File: src/rtl/fetch_queue.sv
// rtl/fetch_queue.sv - fetch stage filling a DEPTH-entry {pc,instr} queue over a split-handshake ibus
// Optional FETCH_ADEL_EN: misaligned fetch_pc queues an address-error entry instead of a bus request.
package fetch_queue_pkg;
    typedef struct packed {
        logic        valid;
        logic [31:0] addr;
    } ibus_req_t;

    typedef struct packed {
        logic        addr_ok;
        logic        data_ok;
        logic [31:0] data;
    } ibus_resp_t;
endpackage

module fetch_queue
    import fetch_queue_pkg::*;
#(
    parameter int unsigned DEPTH    = 4,
    parameter logic [31:0] RESET_PC = 32'hbfc0_0000
) (
    input  logic        clk,
    input  logic        resetn,
    input  logic        redirect_valid,
    input  logic [31:0] redirect_pc,
    output ibus_req_t   ireq,
    input  ibus_resp_t  iresp,
    output logic        out_valid,
    input  logic        out_ready,
    output logic [31:0] out_pc,
    output logic [31:0] out_instr,
    output logic        out_adel
);
    localparam int AW = $clog2(DEPTH);
    localparam int CW = AW + 1;
    localparam logic [CW-1:0] DEPTH_C = CW'(DEPTH);

    typedef enum logic [1:0] {IDLE, REQ, WAIT, DROP} state_t;

    state_t          state_q, state_d;
    logic [31:0]     fetch_pc_q, fetch_pc_d;
    logic [31:0]     req_addr_q, req_addr_d;
    logic            stale_q, stale_d;
    logic            adel_done_q, adel_done_d;
    logic [AW-1:0]   head_q, head_d, tail_q, tail_d;
    logic [CW-1:0]   count_q, count_d;
    logic [31:0]     pc_mem_q    [DEPTH];
    logic [31:0]     instr_mem_q [DEPTH];
    logic            push, pop;
    logic [31:0]     push_pc, push_instr;
    logic [31:0]     redir_pc;
    logic            pc_misaligned;

`ifdef FETCH_ADEL_EN
    logic            adel_mem_q [DEPTH];
    logic            push_adel;
    assign redir_pc      = redirect_pc;
    assign pc_misaligned = fetch_pc_q[1:0] != 2'b00;
    assign out_adel      = adel_mem_q[head_q];
    localparam logic [31:0] RESET_PC_C = RESET_PC;
`else
    logic            unused_redirect_lsbs;
    assign unused_redirect_lsbs = ^redirect_pc[1:0];
    assign redir_pc      = {redirect_pc[31:2], 2'b00};
    assign pc_misaligned = 1'b0;
    assign out_adel      = 1'b0;
    localparam logic [31:0] RESET_PC_C = {RESET_PC[31:2], 2'b00};
`endif

    assign out_valid = count_q != '0;
    assign out_pc    = pc_mem_q[head_q];
    assign out_instr = instr_mem_q[head_q];

    always_comb begin
        state_d     = state_q;
        fetch_pc_d  = fetch_pc_q;
        req_addr_d  = req_addr_q;
        stale_d     = stale_q;
        adel_done_d = adel_done_q;
        push        = 1'b0;
        push_pc     = req_addr_q;
        push_instr  = iresp.data;
`ifdef FETCH_ADEL_EN
        push_adel   = 1'b0;
`endif
        ireq.valid  = state_q == REQ;
        ireq.addr   = req_addr_q;

        case (state_q)
            IDLE: begin
                // count_q < DEPTH here reserves the slot for the response.
                if (!redirect_valid && count_q < DEPTH_C) begin
                    if (pc_misaligned) begin
                        if (!adel_done_q) begin
                            push        = 1'b1;
                            push_pc     = fetch_pc_q;
                            push_instr  = '0;
`ifdef FETCH_ADEL_EN
                            push_adel   = 1'b1;
`endif
                            adel_done_d = 1'b1;
                        end
                    end else begin
                        state_d    = REQ;
                        req_addr_d = fetch_pc_q;
                    end
                end
            end
            REQ: begin
                if (iresp.addr_ok) begin
                    stale_d = 1'b0;
                    if (redirect_valid || stale_q) begin
                        state_d = iresp.data_ok ? IDLE : DROP;
                    end else if (iresp.data_ok) begin
                        push       = 1'b1;
                        state_d    = IDLE;
                        fetch_pc_d = fetch_pc_q + 32'd4;
                    end else begin
                        state_d = WAIT;
                    end
                end else if (redirect_valid) begin
                    stale_d = 1'b1;
                end
            end
            WAIT: begin
                if (iresp.data_ok) begin
                    state_d = IDLE;
                    if (!redirect_valid) begin
                        push       = 1'b1;
                        fetch_pc_d = fetch_pc_q + 32'd4;
                    end
                end else if (redirect_valid) begin
                    state_d = DROP;
                end
            end
            DROP: begin
                if (iresp.data_ok) state_d = IDLE;
            end
            default: state_d = IDLE;
        endcase

        if (redirect_valid) begin
            fetch_pc_d  = redir_pc;
            adel_done_d = 1'b0;
        end

        pop = out_valid & out_ready & ~redirect_valid;
        if (redirect_valid) begin
            head_d  = '0;
            tail_d  = '0;
            count_d = '0;
        end else begin
            head_d  = pop  ? head_q + AW'(1) : head_q;
            tail_d  = push ? tail_q + AW'(1) : tail_q;
            count_d = count_q + CW'(push) - CW'(pop);
        end
    end

    always_ff @(posedge clk) begin
        if (!resetn) begin
            state_q     <= IDLE;
            fetch_pc_q  <= RESET_PC_C;
            req_addr_q  <= '0;
            stale_q     <= 1'b0;
            adel_done_q <= 1'b0;
            head_q      <= '0;
            tail_q      <= '0;
            count_q     <= '0;
            for (int i = 0; i < int'(DEPTH); i++) begin
                pc_mem_q[i]    <= '0;
                instr_mem_q[i] <= '0;
`ifdef FETCH_ADEL_EN
                adel_mem_q[i]  <= 1'b0;
`endif
            end
        end else begin
            state_q     <= state_d;
            fetch_pc_q  <= fetch_pc_d;
            req_addr_q  <= req_addr_d;
            stale_q     <= stale_d;
            adel_done_q <= adel_done_d;
            head_q      <= head_d;
            tail_q      <= tail_d;
            count_q     <= count_d;
            if (push) begin
                pc_mem_q[tail_q]    <= push_pc;
                instr_mem_q[tail_q] <= push_instr;
`ifdef FETCH_ADEL_EN
                adel_mem_q[tail_q]  <= push_adel;
`endif
            end
        end
    end
endmodule

File: config.mk
export PLATFORM = sky130hd
export DESIGN_NAME = fetch_queue
export DESIGN_NICKNAME = d
export VERILOG_FILES = /design/src/rtl/fetch_queue.sv
export SDC_FILE = /design/constraint.sdc
export NUM_CORES = 1
export LEC_CHECK = 0
export CAP_MARGIN = 20
export CORE_ASPECT_RATIO = 0.7
export CORE_UTILIZATION = 42
export CTS_CLUSTER_DIAMETER = 200
export DETAILED_ROUTE_END_ITERATION = 6
export PLACE_DENSITY = 0.7
export SLEW_MARGIN = 10
export SYNTH_ARGS = -nofsm -noshare
export SYNTH_HDL_FRONTEND = slang
export SYNTH_SLANG_ARGS = --single-unit
File: constraint.sdc
create_clock -name clk -period 8.6 [get_ports clk]
set_clock_uncertainty 0.2 [all_clocks]
set_input_delay 2.58 -clock clk [delete_from_list [all_inputs] [get_ports clk]]
set_output_delay 2.58 -clock clk [all_outputs]
set_load 0.02 [all_outputs]
After elaboration in Yosys (flattened, before gate mapping)
Memories as Yosys holds them, arrays and structs flattened. A register that Yosys moved wholly into a read port is not among the register bits.
Cells that the tools add are included.
W data, S select, Z words.
Word-level totals
  ROM bits: 0
  latch bits: 0
  RAM bits: 256
  bits of input ports: 70
  register bits: 74
  memories kept: 2
Operators by class
  $lt $le $gt $ge: 1
  multipliers: 0
  bitwise operators: 4
  reduce and logical (&&, ||, !) cells: 16
  div/mod/pow operators: 0
  eq/ne operators: 10
  multiplexer cells: 36
  shift operators: 0
  add/subtract/negate cells: 5
Memories
  instr_mem_q: depth 4, width 32, read ports 1, clocked after memory_dff 1, write ports 4, line 48  | logic [31:0] instr_mem_q [DEPTH];
  pc_mem_q: depth 4, width 32, read ports 1, clocked after memory_dff 1, write ports 4, line 47  | logic [31:0] pc_mem_q [DEPTH];
Operator list (count)
  $mux W32: 6
  $pmux W32 S2: 1
  $reduce_or A32 Y1: 2
  $add A32 B3 Y32 const B: 1
  $mux W2: 14
  $mux W1: 13
  $pmux W2 S4: 1
  $ne A2 B2 Y1 const B: 3
  $ne A3 B3 Y1 const B: 2
  $reduce_and A3 Y1: 2
  $reduce_bool A3 Y1: 2
  $add A2 B1 Y2 const B: 2
  $eq A2 B2 Y1 const B: 2
  $reduce_and A2 Y1: 2
  $reduce_and A4 Y1: 1
  $reduce_bool A2 Y1: 2
  $add A3 B1 Y3: 1
  $lt A3 B3 Y1 const B: 1
  $ne A3 B2 Y1 const B: 1
  $sub A3 B1 Y3: 1
  $and A1 B1 Y1: 2
  $eq A2 B1 Y1 const B: 1
  $logic_not A2 Y1: 1
  $ne A2 B1 Y1 const B: 1
  6 further kinds: 7

Logic depth before layout (Yosys ltp)
Gate-level depths: netlist (run 1).
  depth in word-level cells: 9
  depth in mapped cells: 12
  depth with buffers taken out: 12

Worst setup path before layout (run 1)
Ideal clock, no wire load.
  path kind: input -> register
  from: in redirect_valid
  to: mem instr_mem_q[1][0], enable pin
  arrival time: 7.804 ns
  cell stages on the path: 6
  buffers on the path: 2
  required time: 7.832 ns
  library setup time: 0.568 ns
  setup slack: 0.029 ns
  cell sequence: buf_2 -> inv_1 -> clkbuf_1 -> o2111a_1 -> nand2_1 -> o21ai_0
RTL lines
  start, declared: line 24  | input logic redirect_valid,
  end, declared: line 48

==> results of run 1 <==
[state kept, by name, summed over array words and instances (netlist names), named ones only]
name,flops
count_q,3
fetch_pc_q,30
head_q,2
instr_mem_q,128
pc_mem_q,120
req_addr_q,30
stale_q,1
state_q,2
tail_q,2
[final cells by class]
cell class	count	area, sq um	area share
tap	435	544	0.0312
multi-input combinational	636	5070	0.291
clock inverter	11	57.6	0.00330
sequential	320	8900	0.511
inverter	18	67.6	0.00388
clock buffer	51	1020	0.0585
timing repair buffer	175	1770	0.102
[tightest hold or removal path, delay by kind of cell (launching register included)]
family / cells / cell delay [ns]
and+or+nand+nor: 1 / 0.06
AOI/OAI and AO/OA: 1 / 0.06
DFF: 1 / 0.32
[cells by family (layout without fill, tap and decap cells)]
logic type / Yosys count / in the layout / share of synthesized area
flops: 320 / 320 / 0.621
compound gates: 109 / 109 / 0.0567
mux: 63 / 63 / 0.0982
xor+xnor: 17 / 17 / 0.0104
other cells: 1 / 5 / 0.000262
fa+ha+maj: 8 / 8 / 0.00752
buf+inv: 88 / 255 / 0.0287
simple gates: 434 / 434 / 0.177
[path summary, 6_finish.rpt]
path / to / cells after the start / slack, ns
worst min-delay path: req_addr_q[31]$_SDFFE_PN0P_ / 2 / 0.29
worst max register to register: pc_mem_q[1][17]$_SDFFCE_PN0P_ / 7 / 5.49
worst max-delay path: out_pc[20] / 3 / 2.65
worst min register to register: req_addr_q[31]$_SDFFE_PN0P_ / 2 / 0.29
[synthesized netlist by cell type (3+ instances only)]
library cell,instances
o21ai_0,19
nand2_1,85
and3_1,6
edfxtp_1,248
nor4_1,3
clkbuf_1,42
nand4_2,3
buf_4,5
o311a_1,4
mux4_2,62
dfxtp_1,72
a31oi_1,6
inv_1,18
clkbuf_8,4
a311oi_1,5
nor2b_1,3
o31ai_1,3
nand3_1,15
ha_1,7
xor2_1,5
xnor2_1,12
nor2_1,26
a21boi_0,31
nor4_4,3
o211a_1,4
o2111a_1,3
nand4_1,8
buf_2,17
and2_1,253
a21oi_1,13
nand2b_1,4
[report_power, final]
part / switching, mW / leakage, nW / internal, mW
clock: 0.600 / 0.529 / 0.823
combinational: 0.144 / 2.51 / 0.114
sequential: 0.0415 / 3.15 / 1.72
total: 0.786 / 6.19 / 2.66
[per-stage QoR]
stage | power (mW) | setup slack (ns) | hold slack, ns | utilization | std cells
floorplan | 1.92 | 0.0288 | 0.249 | - | 1044
global placement | 2.05 | 2.58 | 0.272 | 0.488 | 1583
detailed placement | 2.05 | 2.55 | 0.286 | 0.488 | 1583
CTS | 3.47 | 2.49 | 0.288 | 0.520 | 1645
global route | 3.55 | 2.40 | 0.301 | 0.520 | 1646
finish | 3.45 | 2.65 | 0.285 | 0.520 | 1646
[per-layer routing]
metal	routed length, um	vias to the layer above
met3	1740	36
met1	15400	4321
met5	0	-
li1	-	4073
met2	15600	267
met4	462	0
==> results.sh, run 1 <==
export IMPL_fin_area_sq_um=17400
export IMPL_yosysUniqueCellTypes=67
export IMPL_final_nets=1265
export IMPL_final_antenna_net_count=0
export IMPL_drive_above_1_share=0.129
export IMPL_synth_area_sq_um=14300
export IMPL_avgRoutedWirePerCell_um=20.2
export IMPL_ctsResizeCount=0
export IMPL_dieHeight_um=156
export IMPL_max_stage_delay_ns=0.94
export IMPL_die_x_um=223
export IMPL_layout_commonest_cell="and2_1"
export IMPL_setup_violations_final=0
export IMPL_cts_tree="built"
export IMPL_clockRootBuffer="clkbuf_16"
export IMPL_fmax_ghz=0.168
export IMPL_rows=56
export IMPL_drtIter0Drc=628
export IMPL_grt_pass1_vias=8702
export IMPL_reg2reg_from="state_q[1]$_SDFFE_PN0P_"
export IMPL_coreArea_sq_um=33500
export IMPL_maxCapViolations=0
export IMPL_ys_warn_count=0
export IMPL_min_path_type="flip-flop to flip-flop"
export IMPL_worst_path_buf_inv=2
export IMPL_finalWeightedCongestion=0.828
export IMPL_antenna_found_initial=0
export IMPL_synth_area_per_cell_sq_um=13.8
export IMPL_rsz0062_at_grt="false"
export IMPL_routed_wl_um=33300
export IMPL_start_util=0.427
export IMPL_min_period_over_period=0.692
export IMPL_synthCells=1040
export IMPL_power_density_nw_per_um2=198
export IMPL_final_cell_mix="and2_1, edfxtp_1, clkdlybuf4s50_1"
export IMPL_overflow=0
export IMPL_yosysTopAreaCell="edfxtp_1"
export IMPL_ys_ff_latch=320
export IMPL_io_pins=169
export IMPL_path_class="flip-flop to output port"
export IMPL_synthArstFlopShare=0
export IMPL_critPathArrivalTime_ns=3.17
export IMPL_area_growth_pct=21.7
export IMPL_worstSetupEndpointType="output port"
export IMPL_grt_util_all_layers=0.192
export IMPL_grt_max_degree=79
export IMPL_route_detailed_drc=0
export IMPL_clkLatencyLatePin_ns=0.51
export IMPL_startpoint_type="flip-flop"
export IMPL_path_clk_slew_ns=0.06
export IMPL_use_met3=0.0345
export IMPL_vias_per_cell=5.28
export IMPL_synthFlopType="edfxtp_1"
export IMPL_cp_max_fo=41
export IMPL_synth_seq_area_share=0.621
export IMPL_grt_pass1_wl_um=50900
export IMPL_cts_buffers=36
export IMPL_tns_ns=0
export IMPL_via_count=8697
export IMPL_hp_start="fetch_pc_q[31]$_SDFFE_PN1P_"
export IMPL_crit_slowest_cell="dfxtp_4"
export IMPL_clock_sinks=320
export IMPL_peakVddDrop_mv=0.128
export IMPL_grt_use_met2=0.318
export IMPL_clk_path_buf_depth=3
export IMPL_dp_hpwl_um=19700
export IMPL_holdBufCountCts=0
export IMPL_num_fill_cells=2787
export IMPL_cellLeakagePower_nw=6.19
export IMPL_fin_crit_ns=5.95
export IMPL_final_hold_violation_count=0
export IMPL_slew_headroom=0.286
export IMPL_h_tree_depth=2
export IMPL_die_area_sq_um=34800
export IMPL_outcome="completed"
export IMPL_antenna_cells=0
export IMPL_path_delay_family="buffers and inverters"
export IMPL_placed_area_sq_um=16300
export IMPL_synth_area_top_cells="edfxtp_1, and2_1, dfxtp_1, mux4_2, nand2_1"
export IMPL_critPathRequiredTime_ns=5.82
export IMPL_worst_slew_pin_slew_ns=1.07
export IMPL_cts_setup_buffers=0
export IMPL_io_buffers=161
export IMPL_synth_edf_count=248
export IMPL_met1_usage=0.266
export IMPL_dr_pass1_iters=6
export IMPL_busiest_layer="met2"
export IMPL_synth_top_area_share=0.520
export IMPL_path_cells="buf_4 -> mux4_2 -> clkdlybuf4s50_1"
export IMPL_slew_viol_final=0
(Power assumes the default switching activity.)
==> run 2, diff against run 1 <==
==> constraint.sdc (replaced) <==
create_clock -name clk -period 5.23 [get_ports clk]
set_clock_uncertainty 0.2 [all_clocks]
set_input_delay 1.569 -clock clk [delete_from_list [all_inputs] [get_ports clk]]
set_output_delay 1.569 -clock clk [all_outputs]
set_load 0.02 [all_outputs]
==> results.sh, run 2 (synthesis results as in run 1) <==
export IMPL_outcome="completed"
export IMPL_peakVddDrop_mv=0.210
export IMPL_path_class="flip-flop to output port"
export IMPL_slew_headroom=0.311
export IMPL_holdBufCountCts=0
export IMPL_worst_slew_pin_slew_ns=1.03
export IMPL_worst_path_buf_inv=2
export IMPL_route_detailed_drc=0
export IMPL_fin_util=0.522
export IMPL_power_frac_seq=0.509
export IMPL_cp_depth=3
export IMPL_clk_path_buf_depth=3
export IMPL_io_buffers=161
export IMPL_power_switching_mw=1.26
export IMPL_dp_slack_ns=0.860
export IMPL_clock_sinks=320
export IMPL_p_clk_frac=0.417
export IMPL_critPathRequiredTime_ns=3.46
export IMPL_start_util=0.427
export IMPL_path_cells="buf_4 -> mux4_2 -> clkdlybuf4s50_1"
export IMPL_grt_pass1_wl_um=51100
export IMPL_drtIter0Drc=774
export IMPL_grt_pass1_vias=8879
export IMPL_switching_share=0.222
export IMPL_maxCapViolations=0
export IMPL_p_int_mw=4.43
export IMPL_cts_setup_buffers=0
export IMPL_fin_crit_ns=4.52
export IMPL_final_hold_violation_count=0
export IMPL_dr_pass1_iters=5
export IMPL_hold_end="req_addr_q[16]$_SDFFE_PN0P_"
export IMPL_hp_start="fetch_pc_q[16]$_SDFFE_PN0P_"
export IMPL_regArea_sq_um=8900
export IMPL_r2r_end="count_q[2]$_SDFF_PP0_"
export IMPL_via_count=8721
export IMPL_io_pins=169
export IMPL_ctsResizeCount=0
export IMPL_reg2reg_from="state_q[1]$_SDFFE_PN0P_"
export IMPL_multi_input_area_sq_um=5070
export IMPL_grt_max_degree=75
export IMPL_layout_commonest_cell="and2_1"
export IMPL_fmax_ghz=0.221
export IMPL_coreArea_sq_um=33500
export IMPL_die_x_um=223
export IMPL_startpoint_type="flip-flop"
export IMPL_area_growth_pct=22.1
export IMPL_grt_util_all_layers=0.192
export IMPL_reg2reg_setup_slack_ns=2.21
export IMPL_die_area_sq_um=34800
export IMPL_rsz0062_at_grt="false"
export IMPL_clockRootBuffer="clkbuf_16"
export IMPL_cp_max_fo=20
export IMPL_worstSetupEndpointType="output port"
export IMPL_overflow=0
export IMPL_min_path_type="flip-flop to flip-flop"
export IMPL_dp_cells=1588
export IMPL_finalWeightedCongestion=0.844
export IMPL_cellLeakagePower_nw=6.21
export IMPL_antenna_cells=0
export IMPL_largest_registers="instr_mem_q x128, pc_mem_q x120"
export IMPL_setup_violations_final=0
export IMPL_vias_per_cell=5.29
export IMPL_rows=56
export IMPL_num_fill_cells=2795
export IMPL_largest_register_ffs=128
export IMPL_critPathArrivalTime_ns=2.75
export IMPL_antenna_found_initial=0
export IMPL_h_tree_depth=2
export IMPL_final_cell_mix="and2_1, edfxtp_1, clkdlybuf4s50_1"
export IMPL_instances_no_fill=1650
export IMPL_tns_ns=0
export IMPL_p_comb_frac=0.074
export IMPL_cts_tree="built"
export IMPL_avgRoutedWirePerCell_um=20.0
export IMPL_routed_wl_um=32900
export IMPL_dieHeight_um=156
export IMPL_drive_above_1_share=0.130
export IMPL_path_delay_family="buffers and inverters"
export IMPL_reg2regPathDepth=12
export IMPL_top_register="instr_mem_q"
export IMPL_final_setup_worst_slack_ns=0.710
export IMPL_hold_depth=2
export IMPL_dp_hpwl_um=19900
export IMPL_slew_viol_final=0
export IMPL_final_nets=1267
export IMPL_path_clk_slew_ns=0.06
export IMPL_final_antenna_net_count=0
export IMPL_max_stage_delay_ns=0.63
export IMPL_crit_slowest_cell="dfxtp_4"
export IMPL_cts_buffers=34
export IMPL_min_period_over_period=0.864
export IMPL_clkLatencyLatePin_ns=0.51
export IMPL_power_density_nw_per_um2=326
## run 2: cell types whose count changed in the layout (fill, tap and decap cells not counted), sizes merged
cell / before / now
buf: 15 / 19
clkinvlp: 1 / 2
clkinv: 9 / 7
bufinv: 0 / 2
inv: 19 / 18
## run 2: final cells by class
class,instances,share of cell area
Clock buffer,51,0.0566
Clock inverter,11,0.00608
Inverter,18,0.00387
Multi-Input combinational cell,636,0.290
Sequential cell,320,0.509
Tap cell,435,0.0311
Timing Repair Buffer,179,0.103
## run 2: power by group through the flow
stage / combinational (mW) / clock, mW / sequential, mW
after CTS: 0.427 / 2.42 / 2.90
after floorplan: 0.208 / 0 / 2.95
after global placement: 0.422 / 0 / 2.95
final: 0.423 / 2.37 / 2.90
after global routing: 0.454 / 2.52 / 2.91
after detailed placement: 0.424 / 0 / 2.95
## run 2: worst max-delay path by stage
stage          slack (ns)                               to            from
3_5_place_dp         0.86            count_q[2]$_SDFF_PP0_       iresp[33]
5_1_grt              0.54                       out_pc[20]       flip-flop
3_3_place_gp         0.93            count_q[2]$_SDFF_PP0_       iresp[33]
4_1_cts              0.60                       out_pc[20]       flip-flop
6_report             0.71                       out_pc[20]       flip-flop
2_1_floorplan       -0.66  instr_mem_q[1][0]$_SDFFCE_PN0P_  redirect_valid
## run 2: routing by layer
metal	up-vias	GRT usage	part of all wire
li1	4078	-	-
met5	-	0	0
met2	299	0.301	0.45
met4	0	0.0502	0.021
met3	48	0.0368	0.066
met1	4296	0.274	0.46
## run 2: worst register-to-register path: cells and delay by family, from the launching register on
kind,cells,cell delay (ns)
AOI/OAI and AO/OA,1,0.26
xor gates and xnor gates,2,0.37
adders and majority gates,4,1.24
DFF,1,0.34
buffers and inverters,3,0.20
and+or+nand+nor,2,0.32
## run 2: stage by stage
stage / area [sq um] / total power, mW / hold WS (ns)
after global routing: 17500 / 5.89 / 0.324
after CTS: 17500 / 5.75 / 0.296
after global placement: 16400 / 3.37 / 0.276
after floorplan: 14300 / 3.16 / 0.249
final: 17500 / 5.70 / 0.302
after detailed placement: 16400 / 3.38 / 0.288
